$ cat src/rtl/mem_region_mux.sv
// Memory-bus router from the RudolV data/instruction port to REGIONS slaves,
// with base/mask decode, read-only enforcement, grubby gating and a fault CSR.
module mem_region_mux #(
  parameter int unsigned             REGIONS   = 2,
  parameter logic [REGIONS*32-1:0]   BASE      = {32'h0002_0000, 32'h0000_0000},
  parameter logic [REGIONS*32-1:0]   MASK      = {32'hFFFF_FF80, 32'hFFFF_0000},
  parameter logic [REGIONS-1:0]      RO        = 2'b10,
  parameter logic [REGIONS-1:0]      GRUBBY_EN = 2'b01,
  parameter logic [11:0]             CSR_BASE  = 12'hBC3
) (
  input  logic                   clk,
  input  logic                   rstn,
  input  logic                   mem_valid,
  input  logic                   mem_write,
  input  logic [31:0]            mem_addr,
  output logic [31:0]            mem_rdata,
  output logic                   mem_rgrubby,
  output logic [REGIONS-1:0]     slv_write,
  input  logic [REGIONS*32-1:0]  slv_rdata,
  input  logic [REGIONS-1:0]     slv_rgrubby,
  input  logic                   grubby_switch,
  input  logic                   csr_read,
  input  logic [2:0]             csr_modify,
  input  logic [31:0]            csr_wdata,
  input  logic [11:0]            csr_addr,
  output logic [31:0]            csr_rdata,
  output logic                   csr_valid,
  output logic                   fault_irq
);

  localparam int unsigned SELW = (REGIONS > 1) ? $clog2(REGIONS) : 1;

  logic [REGIONS-1:0] hit_s;
  logic [SELW-1:0]    sel_s;
  logic               any_hit_s;
  logic               fault_s;

  logic [SELW-1:0]    q_sel_q;
  logic               q_miss_q;
  logic               gmeta_q, gsync_q;
  logic               pending_q, pending_d;
  logic               kind_q, kind_d;
  logic [7:0]         count_q, count_d;
  logic               irq_en_q, irq_en_d;
  logic [31:0]        faddr_q, faddr_d;
  logic               fault_irq_q;

  logic [31:0]        rd_sel_s;
  logic               rg_sel_s;
  logic               status_hit_s, faddr_hit_s, status_mod_s, clr_s;
  logic               unused_s;

  assign unused_s = ^{csr_wdata[31:17], csr_wdata[15:1]};

  // Address decode; scanning downwards leaves the lowest hitting index in sel_s.
  always_comb begin
    hit_s     = '0;
    sel_s     = '0;
    slv_write = '0;
    for (int i = 0; i < int'(REGIONS); i++) begin
      hit_s[i] = ((mem_addr & MASK[32*i +: 32]) == BASE[32*i +: 32]);
    end
    for (int i = int'(REGIONS) - 1; i >= 0; i--) begin
      sel_s = hit_s[i] ? SELW'(i) : sel_s;
    end
    any_hit_s = |hit_s;
    for (int i = 0; i < int'(REGIONS); i++) begin
      slv_write[i] = mem_valid & mem_write & hit_s[i] & (sel_s == SELW'(i)) & ~RO[i];
    end
    fault_s = mem_valid & (~any_hit_s | (mem_write & RO[sel_s]));
  end

  // Return-path mux driven by the select registered on the previous cycle.
  always_comb begin
    rd_sel_s = '0;
    rg_sel_s = 1'b0;
    for (int i = 0; i < int'(REGIONS); i++) begin
      rd_sel_s = (q_sel_q == SELW'(i)) ? slv_rdata[32*i +: 32] : rd_sel_s;
      rg_sel_s = (q_sel_q == SELW'(i)) ? (slv_rgrubby[i] & GRUBBY_EN[i]) : rg_sel_s;
    end
    mem_rdata   = q_miss_q ? 32'h0000_0000 : rd_sel_s;
    mem_rgrubby = ~q_miss_q & rg_sel_s & gsync_q;
  end

  assign status_hit_s = (csr_addr == CSR_BASE);
  assign faddr_hit_s  = (csr_addr == (CSR_BASE + 12'd1));
  assign status_mod_s = status_hit_s & (csr_modify != 3'd0);
  assign clr_s        = status_mod_s & csr_wdata[0];

  // CSR claim and read mux.
  always_comb begin
    csr_valid = (status_hit_s | faddr_hit_s) & (csr_read | (csr_modify != 3'd0));
    csr_rdata = 32'h0000_0000;
    if (csr_valid && status_hit_s) begin
      csr_rdata = {15'd0, irq_en_q, count_q, 6'd0, kind_q, pending_q};
    end else if (csr_valid) begin
      csr_rdata = faddr_q;
    end else begin
      csr_rdata = 32'h0000_0000;
    end
  end

  // Fault log next state; a fault in the same cycle as a W1C clear wins.
  always_comb begin
    pending_d = pending_q & ~clr_s;
    kind_d    = clr_s ? 1'b0 : kind_q;
    count_d   = clr_s ? 8'd0 : count_q;
    faddr_d   = faddr_q;
    irq_en_d  = status_mod_s ? csr_wdata[16] : irq_en_q;
    if (fault_s) begin
      if (!pending_d) begin
        kind_d  = any_hit_s;
        faddr_d = mem_addr;
      end else begin
        kind_d  = kind_d;
      end
      pending_d = 1'b1;
      count_d   = (count_d == 8'd255) ? 8'd255 : count_d + 8'd1;
    end else begin
      pending_d = pending_d;
    end
  end

  // State registers.
  always_ff @(posedge clk or negedge rstn) begin
    if (!rstn) begin
      q_sel_q     <= '0;
      q_miss_q    <= 1'b0;
      gmeta_q     <= 1'b0;
      gsync_q     <= 1'b0;
      pending_q   <= 1'b0;
      kind_q      <= 1'b0;
      count_q     <= 8'd0;
      irq_en_q    <= 1'b0;
      faddr_q     <= 32'h0000_0000;
      fault_irq_q <= 1'b0;
    end else begin
      q_sel_q     <= sel_s;
      q_miss_q    <= ~any_hit_s;
      gmeta_q     <= grubby_switch;
      gsync_q     <= gmeta_q;
      pending_q   <= pending_d;
      kind_q      <= kind_d;
      count_q     <= count_d;
      irq_en_q    <= irq_en_d;
      faddr_q     <= faddr_d;
      fault_irq_q <= pending_q & irq_en_q;
    end
  end

  assign fault_irq = fault_irq_q;

endmodule

$ cat config.mk
export PLATFORM = sky130hd
export DESIGN_NAME = mem_region_mux
export DESIGN_NICKNAME = d
export VERILOG_FILES = /design/src/rtl/mem_region_mux.sv
export SDC_FILE = /design/constraint.sdc
export NUM_CORES = 1
export LEC_CHECK = 0
export BUFFER_PORTS_ARGS = -buffer_cell sky130_fd_sc_hd__buf_4
export CAP_MARGIN = 20
export CORE_ASPECT_RATIO = 0.8
export CORE_UTILIZATION = 37
export DETAILED_ROUTE_END_ITERATION = 8
export GPL_TIMING_DRIVEN = 0
export PLACE_DENSITY = 0.85
export SLEW_MARGIN = 20
export SYNTH_ARGS = -nofsm -noshare
export SYNTH_HDL_FRONTEND = slang
export SYNTH_SLANG_ARGS = --single-unit
$ cat constraint.sdc
create_clock -name clk -period 1.4 [get_ports clk]
set_input_delay 0.14 -clock clk [delete_from_list [all_inputs] [get_ports clk]]
set_output_delay 0.14 -clock clk [all_outputs]
set_load 0.01 [all_outputs]
==> flow_summary.yaml, run 1 <==
clocking:
  cts_tree: "done"
  clkSlewWorstSetupHoldPaths_ns: 0.10
  clock_sinks: 48
  clockBufferDepth: 2
  htreeDepth: 2
  cts_made_buffers: 5
  clock_latency_ns: 0.32
  cts_root_buf: "clkbuf_8"
floorplanning:
  rows: 28
  die_w_um: 101.5
  ios: 220
  fp.dieH_um: 81.63
  die_area_um2: 8289
  start_util_pct: 38.94
  fp.coreArea_um2: 7532
drt:
  firstDrtPassIters: 4
  drt-total-wl_um: 11130
  vias: 3037
  drt-initial-drc-count: 99
  viasPerCell: 5.113
  post_drt_wl_per_cell_um: 18.74
  ant_nets: 0
  drc: 0
critical_path:
  cp_top_family: "simple AND/OR/NAND/NOR gates"
  critPathKind: "input pin to output port"
  cp.required_ns: 1.26
  cp-end-kind: "output port"
  crit_chain: "buf_6 -> nor3_4 -> and4bb_2 -> o41ai_4 -> nor2_2 -> buf_6 -> buf_8 -> a22o_1 -> buf_6"
  critPathSlowestCell: "and4bb_2"
  crit_buf_inv: 4
  cp_max_fo: 5
  slowest_delay_ns: 0.31
  cp-start-kind: "input pin"
  worst-endpoint-arrival_ns: 1.50
  cpMostUsedCell: "buf_6"
worst_hold_path:
  hold_class: "input pin to flop"
power:
  p_leak_nw: 2.629
  p_per_area_nw_per_um2: 689.1
  vdd_ir_drop_max_mv: 0.4523
global_routing:
  grt_pass1_wl_um: 15560
  grt_max_degree: 49
  grtUsageMet3_pct: 6.723
  antenna_found_initial: 0
  use_met1_pct: 27.62
  grt_pass1_vias: 3064
  use_met2_pct: 46.55
  grtUsageTotal_pct: 25.02
  grt_busiest_layer: "met2"
  grt_overflow: 0
final_layout:
  area_delta_synth_final_pct: 83.32
  design_area_um2: 5376
  drive_gt1_share_pct: 61.55
  final_common_cell: "buf_4"
  diodes: 0
  n_fill_cell: 520
  nets: 639
  layout_common_cells: "buf_4, dfrtp_1, nor2_1, mux2_4, mux2i_1"
sta:
  final_max_slew_viol_count: 0
  setup_ws_ns: -0.2424
  tns_ns: -15.07
  finalCritPeriodShare_pct: 117.3
  max_freq_mhz: 608.9
  tightest_slew_ns: 0.6250
  period_minus_slack_ns: 1.642
  finClkSkew_ns: 0.01425
  rsz0062_at_grt: "true"
  hold_viol_final: 0
  slew_headroom_pct: 58.33
  setup_viol: 99
synthesis:
  yosys_most_used_dff: "dfrtp_1"
  synth_nets: 421
  ys_seq_elements: 48
  synthCells: 270
  synth_edf_count: 0
  ys_seq_area_share_pct: 40.96
  synth_area_um2: 2933
  synth.distinct_cells: 36
  avgSynthCellArea_um2: 10.86
  ys_warn_count: 0
  async_flop_share_pct: 100.0
place:
  place_congestion: 0.8314
  io_buffers: 187
  place_area_um2: 4533
  dpl.hpwl_um: 7526
status:
  violations: "setup timing"
  status: "finished, violations left"
flow_run:
  cap_violations: 0
[power by group]
group,internal [mW],switching [mW],total [mW],leakage [nW]
Sequential,1.57,0.206,1.77,0.607
Clock,0.529,0.501,1.03,0.0541
Combinational,0.540,0.360,0.900,1.97
[layer usage]
layer	part of all wire, %	up-vias
met5	0	-
met2	54	126
li1	-	1407
met3	6.4	17
met1	38	1487
met4	1.9	0
[final timing paths]
| kind | startpoint | end | slack [ns] | cells past startpoint |
|---|---|---|---|---|
| max | csr_addr[4] | csr_rdata[12] | -0.24 | 9 |
| min | mem_addr[2] | faddr_q[2]$_DFFE_PN0P_ | 0.05 | 2 |
| max reg2reg | pending_q$_DFF_PN0_ | faddr_q[5]$_DFFE_PN0P_ | -0.05 | 6 |
| min reg2reg | gmeta_q$_DFF_PN0_ | gsync_q$_DFF_PN0_ | 0.36 | 0 |
| max in group asynchronous | rstn | count_q[2]$_DFF_PN0_ | 0.55 | 2 |
| min in group asynchronous | rstn | faddr_q[7]$_DFFE_PN0P_ | 0.38 | 2 |
[flip-flops by register name, indices dropped and copies added (netlist names)]
name / count
faddr_q: 32
count_q: 8
fault_irq: 1
gmeta_q: 1
gsync_q: 1
irq_en_q: 1
kind_q: 1
pending_q: 1
q_miss_q: 1
q_sel_q: 1
[worst reg2reg max path, delay by kind of cell (launching register included)]
family | cells | cell delay, ns
AOI/OAI and AO/OA | 1 | 0.17
buffers and inverters | 4 | 0.44
DFF | 1 | 0.41
muxes | 1 | 0.31
[through the flow]
stage	hold WS (ns)	cells	power [mW]	util, %	setup slack [ns]
floorplan	-0.1556	270	2.055	-	-0.2162
global placement	0.1859	562	2.420	60.18	-0.5553
detailed placement	0.1931	562	2.478	60.18	-0.5671
CTS	0.04683	592	3.558	68.99	-0.2104
global route	0.03935	594	3.843	71.38	-0.3066
finish	0.04708	594	3.705	71.38	-0.2424
[synth_stat cells, types with 2 or more instances]
library cell | n | area, µm²
nor3_1 | 7 | 35.03
a21oi_1 | 4 | 20.02
a211oi_1 | 2 | 15.01
mux2i_1 | 33 | 330.3
a22o_1 | 11 | 96.34
nor2_1 | 41 | 153.9
buf_12 | 3 | 60.06
nand4b_1 | 3 | 26.28
mux2_4 | 29 | 435.4
buf_2 | 2 | 10.01
inv_1 | 2 | 7.510
nand4_1 | 3 | 18.77
nand3_1 | 3 | 15.01
and3_1 | 4 | 25.02
mux2_2 | 4 | 45.04
nand2_1 | 6 | 22.52
clkbuf_1 | 13 | 48.80
and2_1 | 24 | 150.1
dfrtp_1 | 48 | 1201
nor4_1 | 8 | 50.05
a31oi_1 | 5 | 31.28
[cell type report]
class / instances / area [µm²] / area share [%]
Clock inverter: 3 / 42.54 / 0.7912
Sequential cell: 48 / 1204 / 22.39
Timing Repair Buffer: 217 / 1897 / 35.28
Clock buffer: 5 / 68.82 / 1.280
Tap cell: 105 / 131.4 / 2.444
Buffer: 13 / 191.4 / 3.561
Multi-Input combinational cell: 201 / 1834 / 34.12
Inverter: 2 / 7.507 / 0.1396
[cells by family (layout without fill, tap and decap cells)]
family | Yosys count | after routing | share of synthesized area (%)
and+or+nand+nor | 105 | 105 | 18.77
muxes | 66 | 66 | 27.65
DFF | 48 | 48 | 40.96
AOI/OAI and AO/OA | 29 | 29 | 7.935
buffers and inverters | 21 | 240 | 4.565
other | 1 | 1 | 0.1279
[timing repair]
| action | in CTS | in global routing |
|---|---|---|
| endpoints found under the hold margin | 49 | 0 |
| gates resized for setup | 52 | 51 |
| setup endpoints to repair | 103 | 108 |
| hold buffers | 2 | 0 |
| buffers inserted | 18 | 5 |
| gates cloned | 5 | 2 |
| pin swaps | 13 | 18 |
Note: power is estimated with default switching activity, not from simulation.
==> run 2, diff against run 1 <==
Settings changed: CORE_MARGIN set to 4.
==> flow_summary.yaml, run 2 (synthesized netlist as in run 1, its figures left out) <==
critical_path:
  r2r_end: "faddr_q[2]$_DFFE_PN0P_"
  cp-end-kind: "output port"
  cp.required_ns: 1.26
  critPathKind: "input pin to output port"
  critPathSlowestCell: "and4bb_2"
  slowest_delay_ns: 0.29
  cp-start-kind: "input pin"
  worst-endpoint-arrival_ns: 1.47
  cpMostUsedCell: "buf_4"
  cp_top_family: "buffers and inverters"
  reg2reg_depth: 5
  r2r_slack_ns: -0.01
  worstReg2RegStart: "pending_q$_DFF_PN0_"
  crit_buf_inv: 4
  crit_chain: "buf_6 -> nor3_2 -> and4bb_2 -> o41ai_4 -> nor2_1 -> buf_4 -> clkbuf_16 -> a22o_1 -> buf_4"
  cp_num_cells: 9
  cp_max_fo: 5
  crit_end: "csr_rdata[8]"
  crit_path_start: "csr_addr[4]"
place:
  io_buffers: 187
  place_area_um2: 4533
  place_congestion: 0.9005
  dpl.hpwl_um: 7991
  post-place-ws_ns: -0.5877
  dpl.cell_count: 562
final_layout:
  drive_gt1_share_pct: 63.14
  reg.largest.list: "faddr_q (32), count_q (8)"
  top_register: "faddr_q"
  layout_common_cells: "buf_4, dfrtp_1, nor2_1, mux2_4, buf_6"
  seqCellArea_um2: 1205
  final_common_cell: "buf_4"
  nets: 641
  n_fill_cell: 551
  diodes: 0
  multi_input_area_um2: 1856
  largest_reg_flops: 32
  final_cells: 596
  design_area_um2: 5301
  area_delta_synth_final_pct: 80.76
global_routing:
  grt_pass1_vias: 3229
  antenna_found_initial: 0
  grtUsageTotal_pct: 22.42
  grt_max_degree: 49
  grt_pass1_wl_um: 16640
  grt_overflow: 0
sta:
  hold-worst-slack_ns: 0.04889
  period_minus_slack_ns: 1.612
  hold_viol_final: 0
  rsz0062_at_grt: "true"
  tightest_slew_ns: 0.6108
  setup_viol: 102
  max_freq_mhz: 620.2
  setup_ws_ns: -0.2124
  finalCritPeriodShare_pct: 115.2
  slew_headroom_pct: 59.28
  final_max_slew_viol_count: 0
  finClkSkew_ns: 0.01914
status:
  status: "finished, violations left"
  violations: "setup timing"
drt:
  firstDrtPassIters: 4
  vias: 3071
  drt-initial-drc-count: 91
  drt-total-wl_um: 11360
  ant_nets: 0
  viasPerCell: 5.153
  post_drt_wl_per_cell_um: 19.06
  drc: 0
clocking:
  htreeDepth: 2
  clock_sinks: 48
  clock_latency_ns: 0.31
  cts_tree: "done"
  cts_made_buffers: 5
  cts_root_buf: "clkbuf_8"
  clkSlewWorstSetupHoldPaths_ns: 0.10
  clockBufferDepth: 2
power:
  p_total_mw: 3.653
  p_leak_nw: 2.610
  vdd_ir_drop_max_mv: 0.4943
  p_per_area_nw_per_um2: 689.1
floorplanning:
  die_area_um2: 9424
  rows: 28
  start_util_pct: 38.76
  fp.coreArea_um2: 7567
  ios: 220
  die_w_um: 107.5
  fp.dieH_um: 87.63
flow_run:
  cap_violations: 0
worst_hold_path:
  hold_class: "input pin to flop"
[run 2: changes by cell type in the layout (fill, tap and decap cells not counted), moves of 3 or more]
cell      delta
buf_4        +7
buf_8        -5
mux2i_2      +5
buf_12       -4
buf_6        +4
mux2i_1      -4
clkbuf_8     +3
nor3_2       +3
[run 2: through the flow]
| stage | util, % | setup TNS (ns) |
|---|---|---|
| CTS | 69.06 | -16.25 |
| global route | 70.06 | -18.56 |
| finish | 70.06 | -12.10 |
| floorplan | - | -6.684 |
| detailed placement | 59.90 | -40.48 |
| global placement | 59.90 | -37.14 |
[run 2: repair_timing]
item / CTS / global route
pin swaps: 9 / 21
hold buffers: 2 / 0
gates resized for setup: 58 / 58
endpoints found under the setup margin: 101 / 106
endpoints found under the hold margin: 49 / 0
gates cloned: 7 / 0
setup buffers: 21 / 12
[run 2: report_power, final]
part	switching [mW]	internal (mW)	total [mW]
Clock	0.480	0.403	0.882
Sequential	0.191	1.57	1.76
Combinational	0.401	0.610	1.01
Total	1.07	2.58	3.65
[run 2: how the worst min path moves through the flow]
stage	start	endpoint	slack [ns]	cells after the start
2_1_floorplan	rstn	count_q[0]$_DFF_PN0_	-0.16	0
3_3_place_gp	rstn	fault_irq$_DFF_PN0_	0.19	1
3_5_place_dp	rstn	fault_irq$_DFF_PN0_	0.19	1
4_1_cts	csr_wdata[16]	irq_en_q$_DFFE_PN0N_	0.06	2
5_1_grt	mem_addr[5]	faddr_q[5]$_DFFE_PN0P_	0.03	2
6_report	csr_wdata[16]	irq_en_q$_DFFE_PN0N_	0.05	2
[run 2: area by class of cell]
type	instances	area share, %
plain buffers	10	2.455
clock buffers	7	1.629
clock inverters	1	0.1416
inverters	2	0.1416
multi-input cells	201	35.00
flip-flops and latches	48	22.73
well taps	105	2.478
repair buffers	222	35.43
[run 2: layer usage]
| metal | GRT usage, % | share of wire, % | up-vias |
|---|---|---|---|
| met5 | 0 | 0 | - |
| met4 | 5.275 | 1.8 | 0 |
| met3 | 6.780 | 7.0 | 17 |
| met2 | 41.31 | 52 | 136 |
| met1 | 25.66 | 39 | 1508 |
| li1 | - | - | 1410 |
[run 2: worst reg2reg max path, delay by kind of cell, from the launching register on]
family / cells / cell delay (ns)
buffers and inverters: 3 / 0.40
muxes: 1 / 0.30
AOI/OAI and AO/OA: 1 / 0.17
DFF: 1 / 0.41
==> run 3, diff against run 2 <==
Settings changed: CORE_UTILIZATION 37 to 41, PLACE_DENSITY 0.85 to 0.89.
Clock period 1.4 ns to 1.6 ns, I/O delays scaled along.
==> flow_summary.yaml, run 3 (synthesized netlist as in run 1, its figures left out) <==
critical_path:
  r2r_end: "count_q[6]$_DFF_PN0_"
  crit_chain: "buf_6 -> nor3_2 -> and4bb_2 -> o41ai_4 -> nor2_1 -> clkbuf_8 -> a22o_1 -> buf_6"
  cp-end-kind: "output port"
  critPathKind: "input pin to output port"
  worstReg2RegStart: "count_q[0]$_DFF_PN0_"
  crit_path_start: "csr_addr[3]"
  reg2reg_depth: 5
  cp_max_fo: 10
  cpMostUsedCell: "buf_6"
  worst-endpoint-arrival_ns: 1.52
  critPathSlowestCell: "and4bb_2"
  cp-start-kind: "input pin"
  crit_end: "csr_rdata[8]"
  slowest_delay_ns: 0.31
  cp.required_ns: 1.44
  r2r_slack_ns: 0.13
final_layout:
  layout_common_cells: "buf_4, dfrtp_1, nor2_1, mux2i_1, mux2_4"
  diodes: 0
  nets: 629
  largest_reg_flops: 32
  final_util_pct: 73.46
  final_common_cell: "buf_4"
  drive_gt1_share_pct: 58.46
  final_cells: 566
  reg.largest.list: "faddr_q (32), count_q (8)"
  top_register: "faddr_q"
  area_delta_synth_final_pct: 73.46
worst_hold_path:
  hold_class: "input pin to flop"
  hold_depth: 2
sta:
  tns_ns: -1.602
  hold-worst-slack_ns: 0.08086
  setup_ws_ns: -0.07917
  setup_viol: 46
  hold_viol_final: 0
  finalCritPeriodShare_pct: 104.9
  finClkSkew_ns: 0.01201
  rsz0062_at_grt: "true"
  slew_headroom_pct: 58.45
  final_max_slew_viol_count: 0
  tightest_slew_ns: 0.6233
  max_freq_mhz: 595.5
  period_minus_slack_ns: 1.679
clocking:
  clock_sinks: 48
  cts_made_buffers: 5
  clock_latency_ns: 0.31
  clkSlewWorstSetupHoldPaths_ns: 0.09
  cts_tree: "done"
  cts_root_buf: "clkbuf_8"
  clockBufferDepth: 2
  htreeDepth: 2
drt:
  firstDrtPassIters: 4
  viasPerCell: 5.322
  post_drt_wl_per_cell_um: 18.33
  drt-initial-drc-count: 90
  ant_nets: 0
  drc: 0
  vias: 3012
  drt-total-wl_um: 10370
place:
  post-place-ws_ns: -0.5450
  dpl.hpwl_um: 7635
  io_buffers: 187
  place_congestion: 0.8911
  dpl.cell_count: 544
global_routing:
  grt_max_degree: 49
  grt_pass1_wl_um: 14410
  antenna_found_initial: 0
  grt_pass1_vias: 2984
  grtUsageTotal_pct: 21.18
  grt_overflow: 0
power:
  p_leak_nw: 2.536
  p_int_mw: 2.248
  switching_share_pct: 27.17
  p_per_area_nw_per_um2: 606.6
  clockPowerShare_pct: 29.4
  power_frac_comb_pct: 20.9
  vdd_ir_drop_max_mv: 0.5343
  p_sw_mw: 0.8386
  seqPwrFrac_pct: 49.7
floorplanning:
  fp.coreArea_um2: 6925
  start_util_pct: 42.35
  ios: 220
  die_w_um: 102.6
  die_area_um2: 8579
  rows: 27
  fp.dieH_um: 83.65
flow_run:
  cap_violations: 0
status:
  violations: "setup timing"
  status: "finished, violations left"
run 3: cell count changes in the layout (fill, tap and decap cells not counted), moves of 4 or more:
cell and delta:
buf_4 -8, buf_6 -6, nor3_1 +4, a31oi_1 +4, mux2i_2 -4, mux2i_1 +4
run 3: power groups by stage:
stage / logic, mW / clock network, mW / registers (mW)
finish: 0.645 / 0.907 / 1.53
global route: 0.708 / 0.969 / 1.56
CTS: 0.632 / 0.923 / 1.52
detailed placement: 0.613 / 0 / 1.54
global placement: 0.583 / 0 / 1.53
floorplan: 0.300 / 0 / 1.50
run 3: routing by layer:
layer	vias up	share of wire, %	track usage, %
li1	1394	-	-
met2	165	52	38.63
met3	24	9.5	6.433
met1	1429	35	23.09
met5	-	0	0
met4	0	2.9	6.317
run 3: worst min path at each step:
stage	endpoint	start
detailed placement	count_q[7]$_DFF_PN0_	rstn
CTS	faddr_q[6]$_DFFE_PN0P_	mem_addr[6]
global route	faddr_q[6]$_DFFE_PN0P_	mem_addr[6]
floorplan	count_q[0]$_DFF_PN0_	rstn
global placement	count_q[7]$_DFF_PN0_	rstn
finish	faddr_q[6]$_DFFE_PN0P_	mem_addr[6]
run 3: layout make-up:
class                      count  area, µm²
timing repair buffer         203       1724
clock inverter                 3      46.29
fill                         463       1838
inverter                       2      7.507
multi-input combinational    201       1727
clock buffer                   5      68.82
sequential                    48       1202
tap                           87      108.9
buffer                        17      202.7
run 3: stage by stage:
step	power, mW	cell area, µm²
global placement	2.111	4469
detailed placement	2.155	4469
floorplan	1.797	2957
CTS	3.076	4815
finish	3.086	5087
global route	3.238	5087
run 3: what timing repair did:
item	CTS	global route
endpoints found under the hold margin	49	0
buffers inserted	4	4
setup endpoints to repair	100	84
cloned	1	5
hold buffers	2	0
pin swaps	10	9
gates resized for setup	43	31
run 3: critical path: cells and delay by family:
kind            cells  cell delay, ns
compound gates      2            0.27
simple gates        3            0.67
buf+inv             3            0.42
